[config.mk]
export PLATFORM = sky130hd
export DESIGN_NAME = ps2_kbmat
export DESIGN_NICKNAME = d
export VERILOG_FILES = /design/src/rtl/ps2_kbmat.sv
export SDC_FILE = /design/constraint.sdc
export NUM_CORES = 1
export LEC_CHECK = 0
export CAP_MARGIN = 20
export CORE_MARGIN = 2
export CORE_UTILIZATION = 40
export DETAILED_ROUTE_END_ITERATION = 16
export SKIP_LAST_GASP = 1
export SLEW_MARGIN = 20
export SYNTH_ARGS = -nofsm -noshare
export SYNTH_HDL_FRONTEND = slang
export SYNTH_SLANG_ARGS = --single-unit
[constraint.sdc]
create_clock -name mck -period 2.4 [get_ports mck]
set_input_delay 0.48 -clock mck [delete_from_list [all_inputs] [get_ports mck]]
set_output_delay 0.48 -clock mck [all_outputs]
set_load 0.01 [all_outputs]
[src/rtl/ps2_kbmat.sv]
// PS/2 set-2 keyboard receiver and scan-code decoder driving the Z88 key matrix image.
// Held state is kept per PS/2 key; a kbmat bit is the OR of every key mapped onto it.
module ps2_kbmat #(
  parameter int unsigned FILT    = 4,
  parameter int unsigned TIMEOUT = 1024
) (
  input  logic        mck,
  input  logic        rin_n,
  input  logic        ps2_clk,
  input  logic        ps2_dat,
  input  logic        kb_clr,
  output logic [63:0] kbmat,
  output logic        key_evt,
  output logic        rx_err
);
  localparam int unsigned FW = (FILT > 1) ? $clog2(FILT) : 1;
  localparam int unsigned TW = $clog2(TIMEOUT);
  localparam int unsigned NK = 16;

  typedef enum logic [1:0] {RX_IDLE, RX_DATA, RX_PAR, RX_STOP} rx_t;
  typedef enum logic [2:0] {D_NORM, D_BRK, D_EXT, D_EXTBRK, D_SKIP} dec_t;

  logic [1:0]    clk_sy, dat_sy;
  logic          fclk, fall, dat_s;
  logic [FW-1:0] fcnt;
  rx_t           rx_st, rx_nx;
  logic [2:0]    bcnt;
  logic [7:0]    sr, rx_byte;
  logic          par, byte_stb;
  logic [TW-1:0] tcnt;
  logic          tmo, shift_en, par_en, frame_end, frame_ok;
  dec_t          dst, dnx;
  logic [2:0]    skip;
  logic          act_press, act_rel, act_ovr, act_ext;
  logic [4:0]    km;
  logic [NK-1:0] held, held_nx;
  logic [63:0]   mat_nx;

  // {valid, key id} for each mapped (extended, code) pair
  function automatic logic [4:0] key_lookup(input logic ext, input logic [7:0] code);
    case ({ext, code})
      9'h01C:  return {1'b1, 4'd0};
      9'h01B:  return {1'b1, 4'd1};
      9'h05A:  return {1'b1, 4'd2};
      9'h15A:  return {1'b1, 4'd3};
      9'h012:  return {1'b1, 4'd4};
      9'h059:  return {1'b1, 4'd5};
      9'h076:  return {1'b1, 4'd6};
      9'h175:  return {1'b1, 4'd7};
      9'h172:  return {1'b1, 4'd8};
      9'h16B:  return {1'b1, 4'd9};
      9'h174:  return {1'b1, 4'd10};
      9'h029:  return {1'b1, 4'd11};
      9'h066:  return {1'b1, 4'd12};
      9'h171:  return {1'b1, 4'd13};
      9'h00D:  return {1'b1, 4'd14};
      9'h015:  return {1'b1, 4'd15};
      default: return 5'd0;
    endcase
  endfunction

  function automatic logic [5:0] key_bit(input logic [3:0] id);
    case (id)
      4'd0:    return 6'd33;
      4'd1:    return 6'd35;
      4'd2:    return 6'd6;
      4'd3:    return 6'd6;
      4'd4:    return 6'd54;
      4'd5:    return 6'd63;
      4'd6:    return 6'd61;
      4'd7:    return 6'd11;
      4'd8:    return 6'd10;
      4'd9:    return 6'd12;
      4'd10:   return 6'd13;
      4'd11:   return 6'd53;
      4'd12:   return 6'd7;
      4'd13:   return 6'd7;
      4'd14:   return 6'd60;
      default: return 6'd37;
    endcase
  endfunction

  always_ff @(posedge mck or negedge rin_n)
    if (!rin_n) begin
      clk_sy <= 2'b11;
      dat_sy <= 2'b11;
    end else begin
      clk_sy <= {clk_sy[0], ps2_clk};
      dat_sy <= {dat_sy[0], ps2_dat};
    end

  assign dat_s = dat_sy[1];
  // the FILT-th consecutive low sample is the accepted falling edge
  assign fall  = fclk && !clk_sy[1] && (fcnt == FW'(FILT - 1));

  always_ff @(posedge mck or negedge rin_n)
    if (!rin_n) begin
      fclk <= 1'b1;
      fcnt <= '0;
    end else if (clk_sy[1] == fclk) begin
      fcnt <= '0;
    end else if (fcnt == FW'(FILT - 1)) begin
      fclk <= clk_sy[1];
      fcnt <= '0;
    end else begin
      fcnt <= fcnt + FW'(1);
    end

  assign tmo = (rx_st != RX_IDLE) && (tcnt == TW'(TIMEOUT - 1));

  always_ff @(posedge mck or negedge rin_n)
    if (!rin_n) rx_st <= RX_IDLE;
    else        rx_st <= rx_nx;

  always_comb begin
    rx_nx = rx_st;
    if (tmo) rx_nx = RX_IDLE;
    else if (fall)
      case (rx_st)
        RX_IDLE: if (!dat_s) rx_nx = RX_DATA;
        RX_DATA: if (bcnt == 3'd7) rx_nx = RX_PAR;
        RX_PAR:  rx_nx = RX_STOP;
        default: rx_nx = RX_IDLE;
      endcase
  end

  always_comb begin
    shift_en  = 1'b0;
    par_en    = 1'b0;
    frame_end = 1'b0;
    if (fall && !tmo)
      case (rx_st)
        RX_DATA: shift_en  = 1'b1;
        RX_PAR:  par_en    = 1'b1;
        RX_STOP: frame_end = 1'b1;
        default: ;
      endcase
  end

  assign frame_ok = frame_end && dat_s && (^{sr, par});

  always_ff @(posedge mck or negedge rin_n)
    if (!rin_n) begin
      sr       <= '0;
      par      <= 1'b0;
      bcnt     <= '0;
      tcnt     <= '0;
      rx_byte  <= '0;
      byte_stb <= 1'b0;
      rx_err   <= 1'b0;
    end else begin
      if (shift_en) begin
        sr   <= {dat_s, sr[7:1]};
        bcnt <= bcnt + 3'd1;
      end else if (rx_st == RX_IDLE) begin
        bcnt <= '0;
      end
      if (par_en) par <= dat_s;
      if (fall) tcnt <= '0;
      else if (tcnt != TW'(TIMEOUT - 1)) tcnt <= tcnt + TW'(1);
      byte_stb <= frame_ok;
      if (frame_ok) rx_byte <= sr;
      rx_err   <= tmo || (frame_end && !frame_ok);
    end

  always_ff @(posedge mck or negedge rin_n)
    if (!rin_n) begin
      dst  <= D_NORM;
      skip <= '0;
    end else begin
      dst <= dnx;
      if (byte_stb && dst == D_NORM && rx_byte == 8'hE1) skip <= 3'd7;
      else if (byte_stb && dst == D_SKIP)                 skip <= skip - 3'd1;
    end

  always_comb begin
    dnx = dst;
    if (tmo) dnx = D_NORM;
    else if (byte_stb)
      case (dst)
        D_NORM:
          case (rx_byte)
            8'hF0:   dnx = D_BRK;
            8'hE0:   dnx = D_EXT;
            8'hE1:   dnx = D_SKIP;
            default: ;
          endcase
        D_EXT:
          if (rx_byte == 8'hF0)      dnx = D_EXTBRK;
          else if (rx_byte == 8'hE0) dnx = D_EXT;
          else                       dnx = D_NORM;
        D_BRK, D_EXTBRK:
          if (rx_byte == 8'hF0)      dnx = D_BRK;
          else if (rx_byte == 8'hE0) dnx = D_EXT;
          else                       dnx = D_NORM;
        D_SKIP:  if (skip == 3'd1) dnx = D_NORM;
        default: dnx = D_NORM;
      endcase
  end

  always_comb begin
    act_press = 1'b0;
    act_rel   = 1'b0;
    act_ovr   = 1'b0;
    act_ext   = 1'b0;
    if (byte_stb && rx_byte != 8'hF0 && rx_byte != 8'hE0)
      case (dst)
        D_NORM:
          case (rx_byte)
            8'hE1, 8'hAA, 8'hFA, 8'hEE, 8'hFE: ;
            8'h00, 8'hFF: act_ovr   = 1'b1;
            default:      act_press = 1'b1;
          endcase
        D_BRK:    act_rel = 1'b1;
        D_EXT:    begin act_press = 1'b1; act_ext = 1'b1; end
        D_EXTBRK: begin act_rel   = 1'b1; act_ext = 1'b1; end
        default: ;
      endcase
  end

  assign km = key_lookup(act_ext, rx_byte);

  always_comb begin
    held_nx = held;
    if (kb_clr || act_ovr)        held_nx = '0;
    else if (km[4] && act_press)  held_nx[km[3:0]] = 1'b1;
    else if (km[4] && act_rel)    held_nx[km[3:0]] = 1'b0;
  end

  always_comb begin
    mat_nx = '0;
    for (int unsigned i = 0; i < NK; i++)
      if (held_nx[i]) mat_nx[key_bit(4'(i))] = 1'b1;
  end

  always_ff @(posedge mck or negedge rin_n)
    if (!rin_n) begin
      held    <= '0;
      kbmat   <= '0;
      key_evt <= 1'b0;
    end else begin
      held    <= held_nx;
      kbmat   <= mat_nx;
      key_evt <= (mat_nx != kbmat);
    end

endmodule

# == Word-level counts from Yosys, hierarchy flattened ==
# Index checks and enable logic that the tools add are counted.
# word_totals
elab_cells,278
register_bits,128
input_bits,5
# classes
bitwise,19
n_reduce_logical,53
eq_ne,44
mux,107
order_cmp,34
add_sub_neg,4
# ops
op,count
$mux W64,16
$or A64 B64 Y64,15
$lt A6 B7 Y1 const B,16
$demux W1 S6,16
$ge A6 B1 Y1 const B,16
$mux W6,16
$pmux W5 S16,1
$eq A8 B8 Y1 const B,8
$ne A64 B64 Y1,1
$eq A9 B9 Y1 const B,6
$mux W16,3
$eq A9 B5 Y1 const B,4
$eq A9 B7 Y1 const B,4
$mux W1,32
$logic_and A1 B1 Y1,31
$mux W3,7
$mux W10,2
$mux W2,9
$and A16 B16 Y16,1
$ne A8 B8 Y1 const B,2
$not A16 Y16,1
$or A16 B16 Y16,1
$pmux W3 S4,1
$reduce_bool A2 Y1,6
other kinds (34),46

# == Logic depth before layout (Yosys ltp) ==
# logic_depth
word_depth,52
ltp_mapped,10
mapped_depth_nobuf,9

# == Least setup slack after synthesis ==
# OpenSTA, ideal clock, no wires.
# synth_timing
kind,register -> register
from,reg rx_byte[2]
to,reg held[13]
t_required_ns,2.268
arrival_time_ns,2.085
setup_ns,0.132
path_slack_ns,0.183
stages_incl_launch_ff,10
cell_sequence,dfrtp_1 buf_4 or3_1 a2111o_1 a31oi_1 nor2_1 a21boi_4 buf_6 a22oi_1 nor2_1
# synth_via
elab_chain_len,15
word_cells_on_any_way,52
cone_classes,order compare (2); eq/ne (24); mux (14); bitwise (3); reduce/logical (9)
# synth_lines
item,line_no,text
start: declaration,28,"logic [7:0] sr, rx_byte;"
start signal: assignment,162,if (frame_ok) rx_byte <= sr;
$ne A8 B8 Y1,206,if (byte_stb && rx_byte != 8'hF0 && rx_byte != 8'hE0)
$logic_and A1 B1 Y1 (2 in a row),206,
$mux W1,206,
"$eq A9 B5 Y1, or another cell as far along",41,"case ({ext, code})"
$pmux W5 S16,41,
$lt A4 B5 Y1 (not written as such) or $ge A4 B1 Y1 (tied branches),"226, 227",
$logic_and A1 B1 Y1 (not written as such),"226, 227",
$mux W1 (not written as such),"226, 227",
$demux W1 S4,"226, 227",
$not A16 Y16 (no line),n/a,
$and A16 B16 Y16 (no line),n/a,
$mux W16,227,else if (km[4] && act_rel) held_nx[km[3:0]] = 1'b0;
$mux W16,226,else if (km[4] && act_press) held_nx[km[3:0]] = 1'b1;
$mux W16 (*),225,if (kb_clr || act_ovr) held_nx = '0;
via held_nx[13],36,"logic [NK-1:0] held, held_nx;"
end signal: assignment,242,held <= held_nx;
end: declaration,36,
# Mark *: on every way through the listed nets, which the timed path passes. The rest lies on a longest branch.
# A chain may end at the register's enable or synchronous reset.

# == Worst setup path after layout ==
# layout_timing
from,reg rx_byte[2]
to,reg key_evt
# layout_via
elab_chain_len,47
word_cells_on_any_way,84
cone_classes,order compare (2); eq/ne (25); mux (30); bitwise (18); reduce/logical (9)
# layout_lines
item,line_no,text
$ne A8 B8 Y1,206,
$logic_and A1 B1 Y1 (2 in a row),206,
$mux W1,206,
"$eq A9 B5 Y1, or another cell as far along",41,
$pmux W5 S16,41,
$lt A4 B5 Y1 (not written as such) or $ge A4 B1 Y1 (tied branches),"226, 227",
$logic_and A1 B1 Y1 (not written as such),"226, 227",
$mux W1 (not written as such),"226, 227",
(+30 left out),n/a,
$mux W64,233,if (held_nx[i]) mat_nx[key_bit(4'(i))] = 1'b1;
$or A64 B64 Y64 (no line),n/a,
$mux W64,233,
$or A64 B64 Y64 (no line),n/a,
$mux W64,233,
$or A64 B64 Y64 (no line),n/a,
$mux W64 (*),233,
$ne A64 B64 Y1 (*),244,key_evt <= (mat_nx != kbmat);
end signal: assignment,244,
end: declaration,13,"output logic key_evt,"
# Every way passes the cells marked *; elsewhere a longest branch is shown, timed or not.

==> impl_metrics.json <==
{
  "netlist_instances": 499,
  "dpl-instance-area_um2": 4781,
  "synth-simple-area-share_pct": 22.74,
  "maxCapViolations": 0,
  "switching_share_pct": 27.16,
  "syn_to_final_growth_pct": 13.51,
  "drive_gt1_share_pct": 19.67,
  "yosysWarnings": 0,
  "cts_tree": "built",
  "syn_area_per_cell_um2": 9.097,
  "drtIter0Drc": 223,
  "grt-ovfl-total": 0,
  "status": "finished, final reports clean",
  "hold_violations": 0,
  "dp.cells": 656,
  "min-delay-path-class": "input port to async pin",
  "cts_hold_buf": 0,
  "globalplace.congestion": 0.9037,
  "synth_top_family_by_area": "simple AND/OR/NAND/NOR gates",
  "numCtsBuffers": 9,
  "clkPwrFrac_pct": 42.7,
  "first_global_vias": 3602,
  "layout_common_cells": "dfrtp_1, conb_1, buf_4",
  "grt_max_degree": 48,
  "ys_ff_latch": 66,
  "htreeDepth": 3,
  "cts-root-buf": "clkbuf_16",
  "power.switching_uw": 787.4,
  "rsz0062_at_grt": "true",
  "grt_use_total_pct": 17.55,
  "core_area_um2": 10940,
  "port_buffers": 20,
  "clk_path_buf_depth": 2,
  "fin_area_um2": 5152,
  "intPower_mw": 2.111,
  "finalMaxSlewViolations": 0,
  "power_density_nw_per_um2": 562.6,
  "clock_latency_ns": 0.34,
  "irDropWorstVdd_v": 0.0006131,
  "dieArea_um2": 12220,
  "maxSlewHeadroom_pct": 66.20,
  "syn-cell-area_um2": 4539,
  "setup_tns_ns": 0,
  "r2r_cells": 7,
  "final_core_util_pct": 47.12,
  "setup_violations": 0,
  "cts_sinks": 66,
  "synth_adder_area_share_pct": 3.308,
  "synth_edf_count": 0,
  "clk_pin_slew_worst_paths_ns": 0.05,
  "min_period_ns": 2.388,
  "worst_slew_pin_slew_ns": 0.5069,
  "timing.rr.start": "rx_byte[2]",
  "layout_commonest_cell": "dfrtp_1",
  "seq_power_share_pct": 44.9,
  "yosysUniqueCellTypes": 74,
  "postRouteWirelength_um": 10260,
  "async_flop_share_pct": 100.0,
  "antennaDiodeCount": 0,
  "fin_crit_sh_pct": 99.49,
  "start_util_pct": 41.51,
  "worstSetupPathType": "flop to flop",
  "yosys_most_used_dff": "dfrtp_1",
  "power.leakage_nw": 2.220,
  "comb_power_share_pct": 12.4,
  "fmax_mhz": 418.8,
  "antenna_found_initial": 0,
  "fin_skew_ns": 0.003624,
  "drc": 0,
  "vias_per_cell": 5.443,
  "path_max_fanout": 8,
  "wire_per_inst_um": 15.11,
  "synthMuxAreaShare_pct": 4.658,
  "yosysSeqAreaShare_pct": 36.52,
  "dp_hpwl_um": 7616,
  "r2r_end": "key_evt",
  "crit_required_ns": 2.61,
  "grt_pass1_wl_um": 17620,
  "start_kind": "flop",
  "synthXorXnorAreaFrac_pct": 3.087,
  "rows": 38,
  "endpoint_kind": "flop",
  "dieWidth_um": 110.5,
  "vias": 3696,
  "synth_compound_area_share_pct": 15.41,
  "nets": 551,
  "drtPass1Iterations": 6,
  "r2r_slack_ns": 0.01,
  "power_mw": 2.899,
  "final_antenna_net_count": 0,
  "nFillCells": 1045,
  "io_pins": 71,
  "cp_data_arrival_time_ns": 2.60,
  "final_cells": 679,
  "die_h_um": 110.5
}
## through the flow
step,setup slack (ns),hold slack [ns]
finish,0.01235,0.1075
global route,-0.02341,0.1423
CTS,0.01142,0.1243
detailed placement,-0.1268,0.3482
global placement,-0.1132,0.3455
floorplan,0.1832,0.1844
## worst max-delay path: stages, from the launching register on
cell and delay, ns:
dfrtp_2 0.47, or3_1 0.39, a2111o_1 0.49, a31oi_4 0.21, nor2_2 0.10, a32oi_1 0.25
o32a_1 0.26, nand4b_1 0.11
## worst max path at each step
stage | start | to | slack (ns) | cells after the start
finish | rx_byte[2] | key_evt | 0.01 | 7
global route | rx_byte[6] | held[1] | -0.02 | 9
CTS | rx_byte[2] | key_evt | 0.01 | 7
detailed placement | rx_byte[2] | key_evt | -0.13 | 7
global placement | rx_byte[2] | key_evt | -0.11 | 7
floorplan | rx_byte[2] | held[13] | 0.18 | 9
## power by group through the flow
stage	Clock, mW	Sequential, mW	Combinational, mW
final	1.24	1.30	0.361
after global routing	1.33	1.32	0.425
after CTS	1.27	1.30	0.366
after detailed placement	0	1.32	0.358
after global placement	0	1.31	0.341
after floorplan	0	1.30	0.335
## synth_stat cells (all sizes together), types with 3 or more instances
library cell  instances  area share (%)
buf                  78              12
dfrtp                61              34
nor2                 41             3.4
nand2                25             2.1
o21ai                25             2.8
a21oi                23             2.6
nand3                23             2.6
mux2                 17             4.2
nor3                 17             2.0
nand4                16             2.2
ha                   12             3.3
clkbuf               11            0.91
inv                  11            0.91
xnor2                10             1.9
a31oi                 9             1.2
nand2b                9             1.2
a22oi                 6            0.99
and3                  6            0.83
nor2b                 6            0.83
nor4                  6            0.83
or3                   6            0.83
xor2                  6             1.2
dfstp                 5             2.9
nand3b                5            0.83
nor3b                 4            0.77
o41ai                 4            0.94
a211oi                3            0.50
a21o                  3            0.66
and4                  3            0.63
o31ai                 3            0.50
or4                   3            0.58
## state kept, by name, indices dropped and copies added, names as in the netlist
signal	count
dat_sy	2
sr	8
rx_byte	8
dst	3
skip	3
bcnt	3
held	15
byte_stb	1
rx_err	1
key_evt	1
rx_st	2
fclk	1
kbmat	3
clk_sy	2
tcnt	10
par	1
fcnt	2
## routing by layer
layer	wire length (µm)	up-vias	GRT usage, %	part of all wire (%)
met5	0	-	0	0
met4	216	0	6.083	2.1
met3	628	22	5.214	6.1
met2	4969	124	29.08	48
met1	4448	1767	21.80	43
li1	-	1783	-	-
## final cells by class
type                    count  area [µm²]  area share [%]
clock inverters             4       26.28          0.5100
flip-flops and latches     66        1665           32.32
clock buffers              12       256.5           4.978
repair buffers             64       538.0           10.44
well taps                 140       175.2           3.400
inverters                  11       41.29          0.8014
multi-input cells         382        2450           47.55
## timing repair
item / CTS / global route
pin swaps: 3 / 2
endpoints found under the setup margin: 4 / 13
buffers inserted: 2 / 5
gates resized for setup: 5 / 6
## cell families after synthesis
kind of cell             Yosys count
AND/OR/NAND/NOR                  184
XOR/XNOR                          16
AO/OA/AOI/OAI                    101
other                              1
adder cells (fa/ha/maj)           12
flip-flops                        66
multiplexers                      19
buffers and inverters            100
(Power assumes the default switching activity.)
